File: src/rtl/win_cmd_gen.sv
// win_cmd_gen: turns raw push-buttons into debounced, auto-repeating window-control command pulses
module win_cmd_gen #(
  parameter int CNT_W = 24,
  parameter logic [CNT_W-1:0] DB_CYCLES = CNT_W'(50000),
  parameter logic [CNT_W-1:0] REP_DELAY = CNT_W'(5000000),
  parameter logic [CNT_W-1:0] REP_PERIOD = CNT_W'(1500000)
) (
  input  logic       clk,
  input  logic       rst,
  input  logic [5:0] btn_raw,
  input  logic       btn_mode,
  input  logic       run_mode,
  output logic [6:0] cmd,
  output logic       mode_led
);
  localparam logic [CNT_W-1:0] DB_LIM = DB_CYCLES - CNT_W'(1);
  localparam logic [CNT_W-1:0] DLY_LIM = REP_DELAY - CNT_W'(1);
  localparam logic [CNT_W-1:0] PER_LIM = REP_PERIOD - CNT_W'(1);
  logic [6:0] w_raw, r_s1, r_s2, r_db, r_db_d, w_rise;
  logic [CNT_W-1:0] r_dbc [7];
  logic [CNT_W-1:0] r_rep [4];
  logic [3:0] r_ph, w_hit;
  logic [5:0] r_pls;
  logic r_mode;
  assign w_raw = {btn_mode, btn_raw};
  assign w_rise = r_db & ~r_db_d;
  // a repeat fires when the held button's counter hits the delay limit, then the period limit
  always_comb begin
    w_hit = '0;
    for (int k = 0; k < 4; k++)
      w_hit[k] = r_db[k] & ~w_rise[k] & (r_rep[k] == (r_ph[k] ? PER_LIM : DLY_LIM));
  end
  always_ff @(posedge clk or negedge rst) begin
    if (!rst) begin
      r_s1 <= '0;
      r_s2 <= '0;
      r_db <= '0;
      r_db_d <= '0;
      r_pls <= '0;
      r_mode <= 1'b0;
      r_ph <= '0;
      for (int k = 0; k < 7; k++) r_dbc[k] <= '0;
      for (int k = 0; k < 4; k++) r_rep[k] <= '0;
    end else begin
      r_s1 <= w_raw;
      r_s2 <= r_s1;
      r_db_d <= r_db;
      r_pls <= w_rise[5:0] | {2'b00, w_hit};
      r_mode <= r_mode ^ w_rise[6];
      for (int k = 0; k < 7; k++) begin
        if (r_s2[k] == r_db[k]) r_dbc[k] <= '0;
        else if (r_dbc[k] == DB_LIM) begin
          r_dbc[k] <= '0;
          r_db[k] <= ~r_db[k];
        end else r_dbc[k] <= r_dbc[k] + CNT_W'(1);
      end
      for (int k = 0; k < 4; k++) begin
        if (!r_db[k] || w_rise[k]) begin
          r_rep[k] <= '0;
          r_ph[k] <= 1'b0;
        end else if (w_hit[k]) begin
          r_rep[k] <= '0;
          r_ph[k] <= 1'b1;
        end else r_rep[k] <= r_rep[k] + CNT_W'(1);
      end
    end
  end
  assign cmd = {r_mode | run_mode, r_pls};
  assign mode_led = r_mode;
endmodule

File: config.mk
export PLATFORM = sky130hd
export DESIGN_NAME = win_cmd_gen
export DESIGN_NICKNAME = d
export VERILOG_FILES = /design/src/rtl/win_cmd_gen.sv
export SDC_FILE = /design/constraint.sdc
export NUM_CORES = 1
export LEC_CHECK = 0
export CORE_MARGIN = 2
export CORE_UTILIZATION = 45
export CTS_CLUSTER_SIZE = 20
export DETAILED_ROUTE_END_ITERATION = 10
export GPL_TIMING_DRIVEN = 1
export PLACE_DENSITY = 0.59
export SLEW_MARGIN = 20
export SYNTH_ARGS = -nofsm -noshare
export SYNTH_HDL_FRONTEND = slang
export SYNTH_SLANG_ARGS = --single-unit
File: constraint.sdc
create_clock -name clk -period 2.35 [get_ports clk]
set_clock_uncertainty 0.05 [all_clocks]
set_input_delay 0.3525 -clock clk [delete_from_list [all_inputs] [get_ports clk]]
set_output_delay 0.3525 -clock clk [all_outputs]
set_load 0.1 [all_outputs]
-- Word level (Yosys, flattened, before mapping)
Index checks and enable logic that the tools add are counted.
Widths: inputs -> output; s select.
- bits in latches: 0
- bits of input ports: 10
- register bits after elaboration: 303
- memory bits (writable): 0
- logic and storage cells: 140
- ROM bits: 0
- output and inout port bits: 8
- memories: 0
- div/mod/pow operators: 0
- equal/unequal tests: 18
- bitwise logic cells: 31
- $mul: 0
- muxes and demuxes: 34
- reduce and logical (&&, ||, !) cells: 19
- $add $sub $neg: 11
- $lt $le $gt $ge: 0
- shifts and indexed selects: 0
- operators by type and width (operator ; number):
    $mux 24 ; 22
    $add 24x1->24 const B ; 11
    $eq 24x16->1 const B ; 7
    $eq 24x23->1 ; 4
    $mux 23 ; 4
    $not 1->1 ; 18
    $reduce_and 2->1 ; 7
    $and 1x1->1 ; 8
    $mux 1 ; 8
    $reduce_bool 2->1 ; 4
    $and 7x7->7 ; 1
    $eq 1x1->1 ; 7
    $not 7->7 ; 1
    $or 6x4->6 ; 1
    $logic_not 1->1 ; 4
    $logic_or 1x1->1 ; 4
    $or 1x1->1 ; 1
    $xor 1x1->1 ; 1

-- Depth between registers and ports, before layout
- depth in word-level cells: 7
- gate-level depth with buffers: 8
- depth with buffers taken out: 6

-- Worst setup path after synthesis
No wires, ideal clock.
- path kind: register to register
- start: register r_dbc[163] (netlist bit)
- end: register r_dbc[153] (netlist bit)
- clock period less this slack: 2.055 ns
- arrival: 1.886 ns
- setup slack: 0.295 ns
- path buffers: 2
- stages on the path, launching flop included: 8
- required time: 2.181 ns
- setup time: 0.119 ns
- cell sequence: dfrtp_1 or4_1 or3_1 nor4_2 or2_1 buf_6 buf_12 nor2_1
- longest elaborated chain between the ends: 3
- ends and longest elaborated chain (element ; line ; RTL):
    from (decl) ; 20 ; logic [CNT_W-1:0] r_dbc [7];
    from (signal, indexed assignment) ; 55 ; end else r_dbc[k] <= r_dbc[k] + CNT_W'(1);
    $eq 24x16->1 ; 52 ; else if (r_dbc[k] == DB_LIM) begin
    $mux 24 ; 52 ;
    $mux 24 ; 51 ; if (r_s2[k] == r_db[k]) r_dbc[k] <= '0;
Every way passes these cells.
A chain may end at the register's enable or synchronous reset.

-- Worst setup path in the final report
- start: register r_rep[60] (netlist bit)
- end: register r_rep[62] (netlist bit)
- longest elaborated chain between the ends: 4
- elaborated cells between the ends (all ways): 5
- those cells by class: add/sub (1); eq/ne (1); mux (2); bitwise (1)
- ends and longest elaborated chain (element ; line ; RTL):
    from (decl) ; 21 ; logic [CNT_W-1:0] r_rep [4];
    from (signal, indexed assignment) ; 64 ; end else r_rep[k] <= r_rep[k] + CNT_W'(1);
    branches (longest 2 deep; another with $add 24x1->24) ; n/a ;
    $mux 24 (*) ; 61 ; end else if (w_hit[k]) begin
    $mux 24 (*) ; 58 ; if (!r_db[k] || w_rise[k]) begin
Mark *: on every way between the ends.

==> results.py <==
metrics = {
    "status": {
        "outcome": "completed",
    },
    "power": {
        "power.density_nw_per_um2": 679.7,
        "vdd_drop_max_v": 0.0004551,
        "power_leakage_nw": 6.825,
    },
    "timing": {
        "fin_crit_sh_pct": 91.05,
        "hold_viol_final": 0,
        "rsz0062_at_grt": "no",
        "setup-tns-final_ns": 0,
        "final.min_clock_period_ns": 2.140,
        "finalSetupViolations": 0,
        "fmax_ghz": 0.4674,
        "relSlewSlack_pct": 56.27,
        "finalMaxSlewViolations": 0,
        "max_slew.worst_pin.slew_ns": 0.6536,
    },
    "clock_network": {
        "cts_buffers": 36,
        "root_buffer": "clkbuf_16",
        "cts.clk_slew.worst_paths_ns": 0.06,
        "cts_setup_buffers": 0,
        "ctsHtreeMaxLevel": 2,
        "clockBufferDepth": 3,
        "holdBufCountCts": 1,
        "cts_resized": 0,
        "cts_tree": "done",
        "cts_sinks": 303,
        "clkLatencyLatePin_ns": 0.52,
    },
    "finish": {
        "syn_to_final_growth_pct": 14.68,
        "layout.cells.non_filler": 1932,
        "layout-drive-gt1-share_pct": 8.431,
        "final_nets": 1525,
        "diodes": 0,
    },
    "logic_synthesis": {
        "ys_top_cells_by_area": "dfrtp_1 53%, xor2_1 9.0%, nor2_1 8.1%",
        "syn_area_um2": 14380,
        "syn_area_per_cell_um2": 9.962,
        "synth_cells": 1443,
        "synthMostInstantiatedCell": "nor2_1",
        "synth_edf_count": 0,
        "synthArstFlopShare_pct": 100.0,
        "synth_flop_cell": "dfrtp_1",
        "ys_types": 51,
        "syn-num-nets": 1464,
        "synth_seq_cells": 303,
        "yosysWarnings": 0,
        "synth_top_area_share_pct": 52.75,
        "synth_area_leader_cell": "dfrtp_1",
        "synth-seq-area-share_pct": 52.75,
        "netlist_top_cells_count": "312 x nor2_1, 303 x dfrtp_1, 148 x xor2_1",
    },
    "global_route": {
        "grt_usage_pct": 16.71,
        "grt_first_pass_wirelength_um": 47430,
        "antenna_found_initial": 0,
        "grt_overflow": 0,
        "grt_max_degree": 68,
        "grt_pass1_vias": 10150,
    },
    "routing": {
        "drtIter0Drc": 523,
        "drtPass1Iterations": 5,
        "viasPerCell": 5.241,
        "vias": 10130,
        "wl_um": 26450,
        "routedWlPerCell_um": 13.69,
        "drc_errors": 0,
        "ant_nets": 0,
    },
    "worst_setup_path": {
        "cp_data_required_time_ns": 2.70,
        "cp-start-kind": "register",
        "r2r_slack_ns": 0.21,
        "max_stage_delay_ns": 0.50,
        "path_class": "reg2reg",
        "crit_path_end_kind": "register",
        "crit_fanout": 13,
        "slowest_stage": "or4_1",
        "crit_arrival_ns": 2.49,
        "cp_cell_sequence": "or4_1 -> a2111oi_0 -> o2111ai_1 -> nand2_1 -> buf_4 -> nor2_1",
    },
    "floorplanning": {
        "coreArea_um2": 31470,
        "chipWidth_um": 182.7,
        "io_pins": 18,
        "die_y_um": 182.7,
        "fp-row-count": 65,
        "die_area_um2": 33390,
        "start_util_pct": 45.67,
    },
    "placement": {
        "gp_congestion": 0.7909,
        "place.port_buffers": 17,
        "dp_cells": 1867,
        "hpwlAfterDp_um": 17350,
    },
    "worst_hold_path": {
        "hold_path_class": "in2reg",
    },
    "flow_run": {
        "maxCapViolations": 0,
    },
}
area by class of cell:
type                    count  area (um^2)
inverters                  35        131.4
clock buffers              51         1069
fillers                  2818        14990
clock inverters            13        150.1
repair buffers             58        603.1
multi-input cells        1070         6447
well taps                 402        503.0
flip-flops and latches    303         7582
metal layers:
layer / track usage, % / share of wire (%) / vias to the layer above
li1: - / - / 5045
met1: 23.33 / 50 / 4942
met2: 27.01 / 45 / 94
met3: 2.800 / 2.7 / 44
met4: 4.742 / 2.1 / 0
met5: 0 / 0 / -
critical path, delay by kind of cell, from the launching register on:
family | cells | cell delay (ns)
simple gates | 3 | 0.72
buf+inv | 1 | 0.20
compound gates | 2 | 0.63
flops | 1 | 0.41
metrics by stage:
step	setup WS, ns	utilization (%)	total power [mW]	area, um^2	hold slack [ns]
floorplan	0.2952	-	5.497	14380	0.006909
global placement	0.2335	48.48	5.676	15260	0.2345
detailed placement	0.1971	48.48	5.680	15260	0.2388
CTS	0.1773	52.38	11.41	16490	0.1993
global route	0.03132	52.38	11.68	16490	0.1993
finish	0.2104	52.38	11.21	16490	0.2199
worst paths after layout:
| check | startpoint | endpoint | depth (start not counted) |
|---|---|---|---|
| max | r_rep[60]$_DFF_PN0_ | r_rep[62]$_DFF_PN0_ | 6 |
| min | btn_raw[4] | r_s1[4]$_DFF_PN0_ | 1 |
| max reg2reg | r_rep[60]$_DFF_PN0_ | r_rep[62]$_DFF_PN0_ | 6 |
| min reg2reg | r_s1[1]$_DFF_PN0_ | r_s2[1]$_DFF_PN0_ | 0 |
| max in group asynchronous | rst | r_dbc[67]$_DFF_PN0_ | 3 |
| min in group asynchronous | rst | r_rep[44]$_DFF_PN0_ | 2 |
cell usage in the layout (no fill, tap or decap), drive strengths merged, types with 4 or more instances in the layout:
master           n
a21boi           5
a21oi            6
and2             5
and3            29
and4            12
buf             49
clkbuf          51
clkdlybuf4s50    8
clkinv           7
dfrtp          303
ha              11
inv             37
mux2             8
nand2           80
nand2b           7
nand3          119
nand4           73
nor2           312
nor2b            9
nor3            30
nor3b            4
nor4            43
nor4b           12
nor4bb          10
o21ai            5
or2              6
or3              5
or4             13
xnor2           99
xor2           148
state kept, by name, summed over array words and instances, names as in the netlist:
signal / flops
r_ph: 4
r_rep: 96
r_s1: 7
r_pls: 6
r_db_d: 7
r_db: 7
mode_led: 1
r_dbc: 168
r_s2: 7
cells by family (layout without fill, tap and decap cells):
group	Yosys count	count (layout)	synth area share [%]
adder cells (fa/ha/maj)	11	11	0.9574
AND/OR/NAND/NOR	775	775	26.79
multiplexers	11	11	0.8356
flip-flops	303	303	52.75
AO/OA/AOI/OAI	26	26	1.219
XOR/XNOR	247	247	15.05
buffers and inverters	70	157	2.402
report_power, final:
part,switching (mW),internal (mW)
clock,2.14,3.50
sequential,0.0387,5.26
combinational,0.186,0.0879
Note: power is estimated with default switching activity, not from simulation.
